**src/rtl/conv5x5_controller.sv**
```systemverilog
// Sequencer for the 5x5 MAC/ReLU processor: weight/bias load, row-major window walk, one
// registered 64-bit result per output pixel on a valid/ready stream.
module conv5x5_controller #(
   parameter int IMG_W    = 28,
   parameter int IMG_H    = 28,
   parameter int ADDR_W   = 16,
   parameter int IMG_BASE = 0
) (
   input  logic              clk,
   input  logic              reset,
   input  logic              start,
   input  logic              keep_w,
   output logic              busy,
   output logic              done,
   output logic              img_rd,
   output logic [ADDR_W-1:0] img_addr,
   input  logic [31:0]       img_data,
   output logic              w_rd,
   output logic [4:0]        w_addr,
   input  logic [31:0]       w_data,
   output logic [31:0]       mac_data,
   output logic [31:0]       mac_weight,
   output logic [4:0]        mac_data_count,
   output logic [4:0]        mac_weight_count,
   output logic              mac_data_en,
   output logic              mac_weight_en,
   output logic              mac_update,
   input  logic [63:0]       mac_answer,
   output logic              out_valid,
   input  logic              out_ready,
   output logic [63:0]       out_data,
   output logic              out_last
);

   typedef enum logic [2:0] {IDLE, LOAD_W, LOAD_WIN, SLIDE, SETTLE, OUT} state_t;

   state_t            state, state_nxt;
   logic [4:0]        cnt;
   logic [2:0]        r, c;
   logic [ADDR_W-1:0] orow, ocol;
   logic              wen_d, den_d, upd_d, done_q;
   logic [4:0]        idx_d;
   logic [63:0]       out_q;

   logic              rd_w, rd_img, rd_upd;
   logic [2:0]        rsel, csel;
   logic [4:0]        img_idx, rd_idx;
   logic [ADDR_W-1:0] row_sel, col_sel, addr_c;
   logic              last_px, row_end, hs;

   assign row_end = (ocol == ADDR_W'(IMG_W - 5));
   assign last_px = row_end && (orow == ADDR_W'(IMG_H - 5));
   assign hs      = (state == OUT) && out_ready;

   always_ff @(posedge clk) begin
      if (reset) state <= IDLE;
      else       state <= state_nxt;
   end

   // Each load state issues its reads, then spends one extra cycle letting the last write land.
   always_comb begin
      state_nxt = state;
      rd_w      = 1'b0;
      rd_img    = 1'b0;
      rd_upd    = 1'b0;
      rsel      = 3'd0;
      csel      = 3'd0;
      case (state)
         IDLE: begin
            if (start) state_nxt = keep_w ? LOAD_WIN : LOAD_W;
         end
         LOAD_W: begin
            if (cnt == 5'd26) state_nxt = LOAD_WIN;
            else              rd_w = 1'b1;
         end
         LOAD_WIN: begin
            if (cnt == 5'd25) state_nxt = SETTLE;
            else begin
               rd_img = 1'b1;
               rsel   = r;
               csel   = c;
            end
         end
         SLIDE: begin
            if (cnt == 5'd5) state_nxt = SETTLE;
            else begin
               rd_img = 1'b1;
               rsel   = cnt[2:0];
               csel   = 3'd4;
               rd_upd = (cnt == 5'd0);
            end
         end
         SETTLE: state_nxt = OUT;
         OUT: begin
            if (out_ready) begin
               if (last_px)      state_nxt = IDLE;
               else if (row_end) state_nxt = LOAD_WIN;
               else              state_nxt = SLIDE;
            end
         end
         default: state_nxt = IDLE;
      endcase
   end

   assign img_idx = {rsel[2:0], 2'b00} + {2'b00, rsel} + {2'b00, csel};
   assign rd_idx  = rd_w ? cnt : img_idx;
   assign row_sel = orow + ADDR_W'(rsel);
   assign col_sel = ocol + ADDR_W'(csel);
   assign addr_c  = ADDR_W'(IMG_BASE) + row_sel * ADDR_W'(IMG_W) + col_sel;

   always_ff @(posedge clk) begin
      if (reset) begin
         cnt    <= '0;
         r      <= '0;
         c      <= '0;
         orow   <= '0;
         ocol   <= '0;
         wen_d  <= 1'b0;
         den_d  <= 1'b0;
         upd_d  <= 1'b0;
         idx_d  <= '0;
         done_q <= 1'b0;
         out_q  <= '0;
      end else begin
         wen_d  <= rd_w;
         den_d  <= rd_img;
         upd_d  <= rd_upd;
         idx_d  <= (rd_w || rd_img) ? rd_idx : 5'd0;
         done_q <= hs && last_px;

         if ((state_nxt == state) &&
             (state == LOAD_W || state == LOAD_WIN || state == SLIDE))
            cnt <= cnt + 5'd1;
         else
            cnt <= '0;

         if (state == LOAD_WIN && rd_img) begin
            if (c == 3'd4) begin
               c <= '0;
               r <= r + 3'd1;
            end else begin
               c <= c + 3'd1;
            end
         end else if (state != LOAD_WIN) begin
            r <= '0;
            c <= '0;
         end

         if (state == IDLE && start) begin
            orow <= '0;
            ocol <= '0;
         end else if (hs && !last_px) begin
            if (row_end) begin
               ocol <= '0;
               orow <= orow + ADDR_W'(1);
            end else begin
               ocol <= ocol + ADDR_W'(1);
            end
         end

         if (state == SETTLE) out_q <= mac_answer;
      end
   end

   assign busy             = (state != IDLE);
   assign done             = done_q;
   assign img_rd           = rd_img;
   assign img_addr         = rd_img ? addr_c : '0;
   assign w_rd             = rd_w;
   assign w_addr           = rd_w ? cnt : 5'd0;
   // Pass-through data is gated so the processor ports sit at zero between writes.
   assign mac_data         = den_d ? img_data : 32'd0;
   assign mac_weight       = wen_d ? w_data : 32'd0;
   assign mac_data_count   = den_d ? idx_d : 5'd0;
   assign mac_weight_count = wen_d ? idx_d : 5'd0;
   assign mac_data_en      = den_d;
   assign mac_weight_en    = wen_d;
   assign mac_update       = upd_d;
   assign out_valid        = (state == OUT);
   assign out_data         = out_q;
   assign out_last         = (state == OUT) && last_px;

endmodule

```
**config.mk**
```make
export PLATFORM = sky130hd
export DESIGN_NAME = conv5x5_controller
export DESIGN_NICKNAME = d
export VERILOG_FILES = /design/src/rtl/conv5x5_controller.sv
export SDC_FILE = /design/constraint.sdc
export NUM_CORES = 1
export LEC_CHECK = 0
export ABC_AREA = 1
export CAP_MARGIN = 30
export CORE_AREA = 5 5 121 123
export DETAILED_ROUTE_END_ITERATION = 10
export DIE_AREA = 0 0 126 128
export DONT_BUFFER_PORTS = 1
export HOLD_SLACK_MARGIN = 0.15
export PLACE_DENSITY = 0.74
export SYNTH_ARGS = -nofsm -noshare
export SYNTH_HDL_FRONTEND = slang
export SYNTH_SLANG_ARGS = --single-unit
```
**constraint.sdc**
```tcl
create_clock -name clk -period 9.5 [get_ports clk]
set_input_delay 1.9 -clock clk [delete_from_list [all_inputs] [get_ports clk]]
set_output_delay 1.9 -clock clk [all_outputs]
set_load 0.01 [all_outputs]
```
* Yosys cells after proc, flatten, opt, wreduce, memory -nomap -nowiden
Cells that the tools add are included.
** Word-level totals
- Memory bits (writable) :: 0
- Bits in registers :: 119
- Memory bits (read-only) :: 0
- Memories :: 0
- Latch bits :: 0
- Logic and storage cells :: 95
- Output and inout port bits :: 168
** Operators by class
- Bitwise gates (word level) :: 3
- Reductions and logical operators :: 22
- $add $sub $neg :: 10
- Mux-type cells :: 33
- Shift operators :: 0
- Multiply operators :: 1
- Equality and inequality tests :: 14
- Divide/modulo/power cells :: 0
- Order comparisons :: 0
** Operators by type and width (count)
- $mux W32 :: 2
- $mux W3 :: 14
- $add A16 B1 Y16 const B :: 2
- $add A16 B3 Y16 :: 2
- $eq A16 B5 Y1 const B :: 2
- $mux W16 :: 2
- $mux W5 :: 4
- $pmux W3 S6 :: 1
- $add A16 B16 Y16 :: 1
- $mul A16 B3 Y14 const B :: 1
- $pmux W3 S2 :: 2
- $add A5 B3 Y5 :: 2
- $eq A5 B5 Y1 const B :: 2
- $eq A3 B3 Y1 const B :: 3
- $logic_and A1 B1 Y1 :: 8
- $add A3 B1 Y3 const B :: 2
- $eq A3 B2 Y1 const B :: 2
- $reduce_or A2 Y1 :: 3
- $add A5 B1 Y5 const B :: 1
- $eq A5 B3 Y1 const B :: 1
- $logic_not A5 Y1 :: 1
- $mux W1 :: 5
- $mux W2 :: 2
- $reduce_and A2 Y1 :: 2
- 12 further kinds :: 16

* Longest topological paths before layout
- Depth after elaboration :: 9
- Gate-level depth with buffers :: 41

* Worst setup path after synthesis
No wires, ideal clock.
- Path kind :: register to output
- Start point :: register cnt[1]
- End point :: output port img_addr[15]
- Stages on the path, launching flop included :: 38
- Path slack :: 1.995 ns
- Path buffers :: 0
- Data required time :: 7.600 ns
- Data arrival time :: 5.605 ns
- Cells stage by stage :: dfxtp_1 > inv_1 > ha_1 > nand2_1 > inv_1 > nand2_1 > nand2_1 > o22ai_1 > ha_1 > ha_1 > inv_1 > nand2_2 > xor2_1 > xnor2_1 > inv_1 > ha_1 > inv_1 > fa_1 > [2 not listed] > o21ai_0 > a21oi_1 > o21ai_0 > xor2_1 > inv_1 > ha_1 > ha_1 > nand2_1 > inv_1 > nand4_1 > o2111ai_1 > nand2_1 > inv_1 > nor2_1 > o21bai_1 > nand3_1 > nand2_1 > nor2_1
** Between the ends
- Word-level cells in the longest chain between the ends :: 7
- Elaborated cells on any way between the ends :: 16
- Those cells by class :: add/sub (3); mul (1); eq/ne (2); mux (10)
** Ends and longest elaborated chain
- from (decl) :: line 38 : logic [4:0] cnt;
- from (signal assigned) :: line 133 : cnt <= cnt + 5'd1;
- $eq A5 B3 Y1 or $eq A5 B5 Y1 (tied branches) :: line 85, 77
- $mux W3 (on tied branches) :: line 85, 77
- $pmux W3 S2 :: line 68 : case (state)
- $add A16 B3 Y16 :: line 107 : assign row_sel = orow + ADDR_W'(rsel);
- $mul A16 B3 Y14 :: line 109 : assign addr_c = ADDR_W'(IMG_BASE) + row_sel * ADDR_W'(IMG_W) + col_sel;
- $add A16 B16 Y16 :: line 109
- $mux W16 * :: line 168 : assign img_addr = rd_img ? addr_c : '0;
- to (decl) :: line 16 : output logic [ADDR_W-1:0] img_addr,
Mark *: on every way between the ends. The rest lies on a longest branch, timed or not.

* Worst setup path in the final report
Ends and elaborated chain as after synthesis.

==> run summary <==
The post-synthesis average cell area is 6.78 µm². Input and output buffers added on the ports amount to 0. The post-CTS setup buffer count came out at 0. The final standard cell area without fillers is 8520 µm². The share of final-layout standard cells stronger than drive strength 1 came out at 6.23%. The number of top-level design ports is 301. The post-route minimum period came out at 8.68 ns. The total overflow reported by the global router came out at 0.

The number of library cell types mapped by synthesis came out at 43. The total instance count after detailed placement is 1303. The cell taking the most area after synthesis is dfxtp_1. Relative to the synthesized area, the layout overhead comes to 9.22%. Dividing the final minimum period by the clock period gives 91.4%.

The quantity of hold-fixing buffers added after cts is 0. The total placed instance area is 7970 µm². At the end of the flow the core is filled with cells to 62.8%. The count of filler cells inserted in the layout is 1260.

The number of CTS-inserted buffers is 17. For this run, the slowest stage of the critical path takes 0.45 ns. The synthesized design contains 119 register bits. The number of clock sinks came out at 119.

The peak fanout along the critical path is 8. Summing the sequential cell areas from Yosys gives 30.5% of the chip area. The number of vias in the routed layout came out at 7254. Among all stages on the critical path, the largest delay is contributed by fa_1. The total count of max-transition violations in the final report came to 0. For this run, the number of standard cells in the final layout without fillers is 1336. By area the synthesized netlist is led by dfxtp_1, ha_1, inv_1, nor2_1, nand2_1.

The number of rows created at floorplan is 43. Dividing the detail-routed wire length by the instance count gives 16.8 µm. The peak ir drop on the vdd network is 0.126 mV. The final worst clock skew came out at 0.00846 ns.

STA puts the critical path data required time at 7.60 ns. Measured against its own limit, the worst slew margin works out to 54.0%. The average via count per standard cell came out at 5.43. The net count of the mapped netlist is 1356. The clock slew seen by the registers of the worst setup and hold paths came out at 0.05 ns. The number of max-capacitance violations reported is 0. The number of resized instances in the post-cts repair step is 0. The final hold violation count was 0. The total setup violations reported at the end of the flow is 0. The count of unresolved DRC violations after routing is 0. In the post-synthesis netlist, the cell with the most instances is inv_1. The startpoint class of the critical path is a flip-flop.

The area share of the largest cell type after synthesis is 30.5%. The number of search-and-repair iterations in the first detailed-routing pass is 6. The design draws 0.00116 W. The run finished with clean final reports. The number of warnings issued by yosys is 0.

The floorplan die area came out at 16100 µm². Data arrives at the worst endpoint at 6.78 ns. The highest clock frequency the design can meet came out at 0.115 GHz.

The core outline area is 13600 µm². The proportion of register bits with asynchronous set or reset after synthesis is 0%. The HPWL after detailed placement is 18.1 mm.

The height of the die is 128 µm. The global-route wire length before repair is 33.5 mm. In this run the remaining antenna-violating nets after routing total 0. The reported leakage power came out at 4.31 nW. The global-route usage over all layers came out at 26.0%. The aggregate negative setup slack is 0 ns. The via count of the first global-routing pass is 6553. The clock latency at the later pin of the worst-skew pair came out at 0.42 ns.

The maximum number of pins on one net before global-route repair is 67. Setup repair after global routing left no endpoint under its margin. No sink is reached through more buffers than the 2 on the longest clock path. The initial core utilization is 57.5%. In the final design database the tool counted 1347 nets. The total wire length after detailed routing came out at 22.5 mm.

The total power per unit cell area came out at 136 nW/µm². The initial antenna violation count came to 1. The number of synthesized flops with an enable pin came out at 0. The post-synthesis instance area is 7800 µm². The number of H-tree levels came out at 4.

Counting stages on the worst path, the most repeated cell is inv_1. The global placer's final weighted congestion is 0.938. The root buffer cell chosen for the clock tree is clkbuf_16.

In the synthesized netlist the dominant register cell turns out to be dfxtp_1. The setup path with the least slack is of type flip-flop to primary output. The floorplan step set the die width to 126 µm.

In this run the worst hold path is classified as flip-flop to flip-flop. The kind of end point of the critical path is a primary output. By count the netlist is led by inv_1, nor2_1, nand2_1, dfxtp_1, o21ai_0.

The cell count after synthesis is 1151. The transition time of the tightest slew-check pin is 0.688 ns. TritonCTS built the clock tree. The number of DRC markers after the initial detailed-route iteration is 503.
state kept, by name, summed over array words and instances, names as in the netlist:
register	count
out_data	64
ocol	16
orow	16
cnt	5
idx_d	5
c	3
r	3
state	3
done	1
mac_data_en	1
mac_update	1
mac_weight_en	1
area by class of cell:
cell class	count	area, µm²	area share (%)
well taps	180	225	2.64
flip-flops and latches	119	2380	28.0
inverters	210	793	9.31
clock inverters	14	116	1.37
clock buffers	18	429	5.04
multi-input cells	789	4500	52.8
repair buffers	5	70.1	0.822
diodes	1	2.50	0.0294
report_power, final:
group | total [W] | leakage, nW | internal [W] | switching, W
sequential | 0.000506 | 0.959 | 0.000502 | 0.00000378
combinational | 0.0000669 | 3.08 | 0.0000155 | 0.0000514
clock | 0.000590 | 0.268 | 0.000339 | 0.000251
critical path, delay by kind of cell (launching register included):
| kind | cells | cell delay (ns) |
|---|---|---|
| AOI/OAI and AO/OA | 8 | 1.55 |
| xor gates and xnor gates | 3 | 0.78 |
| adders and majority gates | 7 | 1.95 |
| buffers and inverters | 8 | 0.46 |
| DFF | 1 | 0.40 |
| and+or+nand+nor | 11 | 1.23 |
path summary, 6_finish.rpt:
| check | cells past startpoint | startpoint | slack (ns) | end |
|---|---|---|---|---|
| setup reg to reg | 16 | cnt[1]$_SDFF_PP0_ | 5.71 | idx_d[4]$_SDFF_PP0_ |
| hold reg to reg | 1 | cnt[0]$_SDFF_PP0_ | 0.48 | cnt[0]$_SDFF_PP0_ |
| hold / removal | 1 | cnt[0]$_SDFF_PP0_ | 0.48 | cnt[0]$_SDFF_PP0_ |
| setup / recovery | 37 | cnt[1]$_SDFF_PP0_ | 0.82 | img_addr[15] |
placed cells by master (no fill, tap or decap), types with 18 or more instances in the layout:
cell,netlist,final
nor2_1,192,192
nand4_1,19,19
nand2_1,177,177
ha_1,65,65
o21ai_0,102,102
a21oi_1,64,64
dfxtp_1,119,119
inv_1,204,204
nor3_1,22,22
xor2_1,18,18
nand3_1,34,34
layer usage:
layer / wire length, µm / up-vias / track usage, %
met1: 8710 / 3250 / 30.6
met4: 657 / 0 / 9.59
li1: - / 3635 / -
met2: 11100 / 333 / 44.4
met5: 0 / - / 0
met3: 2010 / 36 / 8.67
stage by stage:
step / setup slack, ns / hold slack (ns)
after floorplan: 1.99 / 0.445
after global placement: 1.52 / 0.464
after detailed placement: 1.27 / 0.471
after CTS: 0.788 / 0.484
after global routing: 0.167 / 0.507
final: 0.818 / 0.479
cells by family after synthesis:
logic type	count (synthesis)	share of synthesized area, %
compound gates	198	13.7
xor+xnor	38	5.04
fa+ha+maj	72	12.2
buf+inv	243	11.8
flops	119	30.5
simple gates	481	26.8
(Power assumes the default switching activity.)
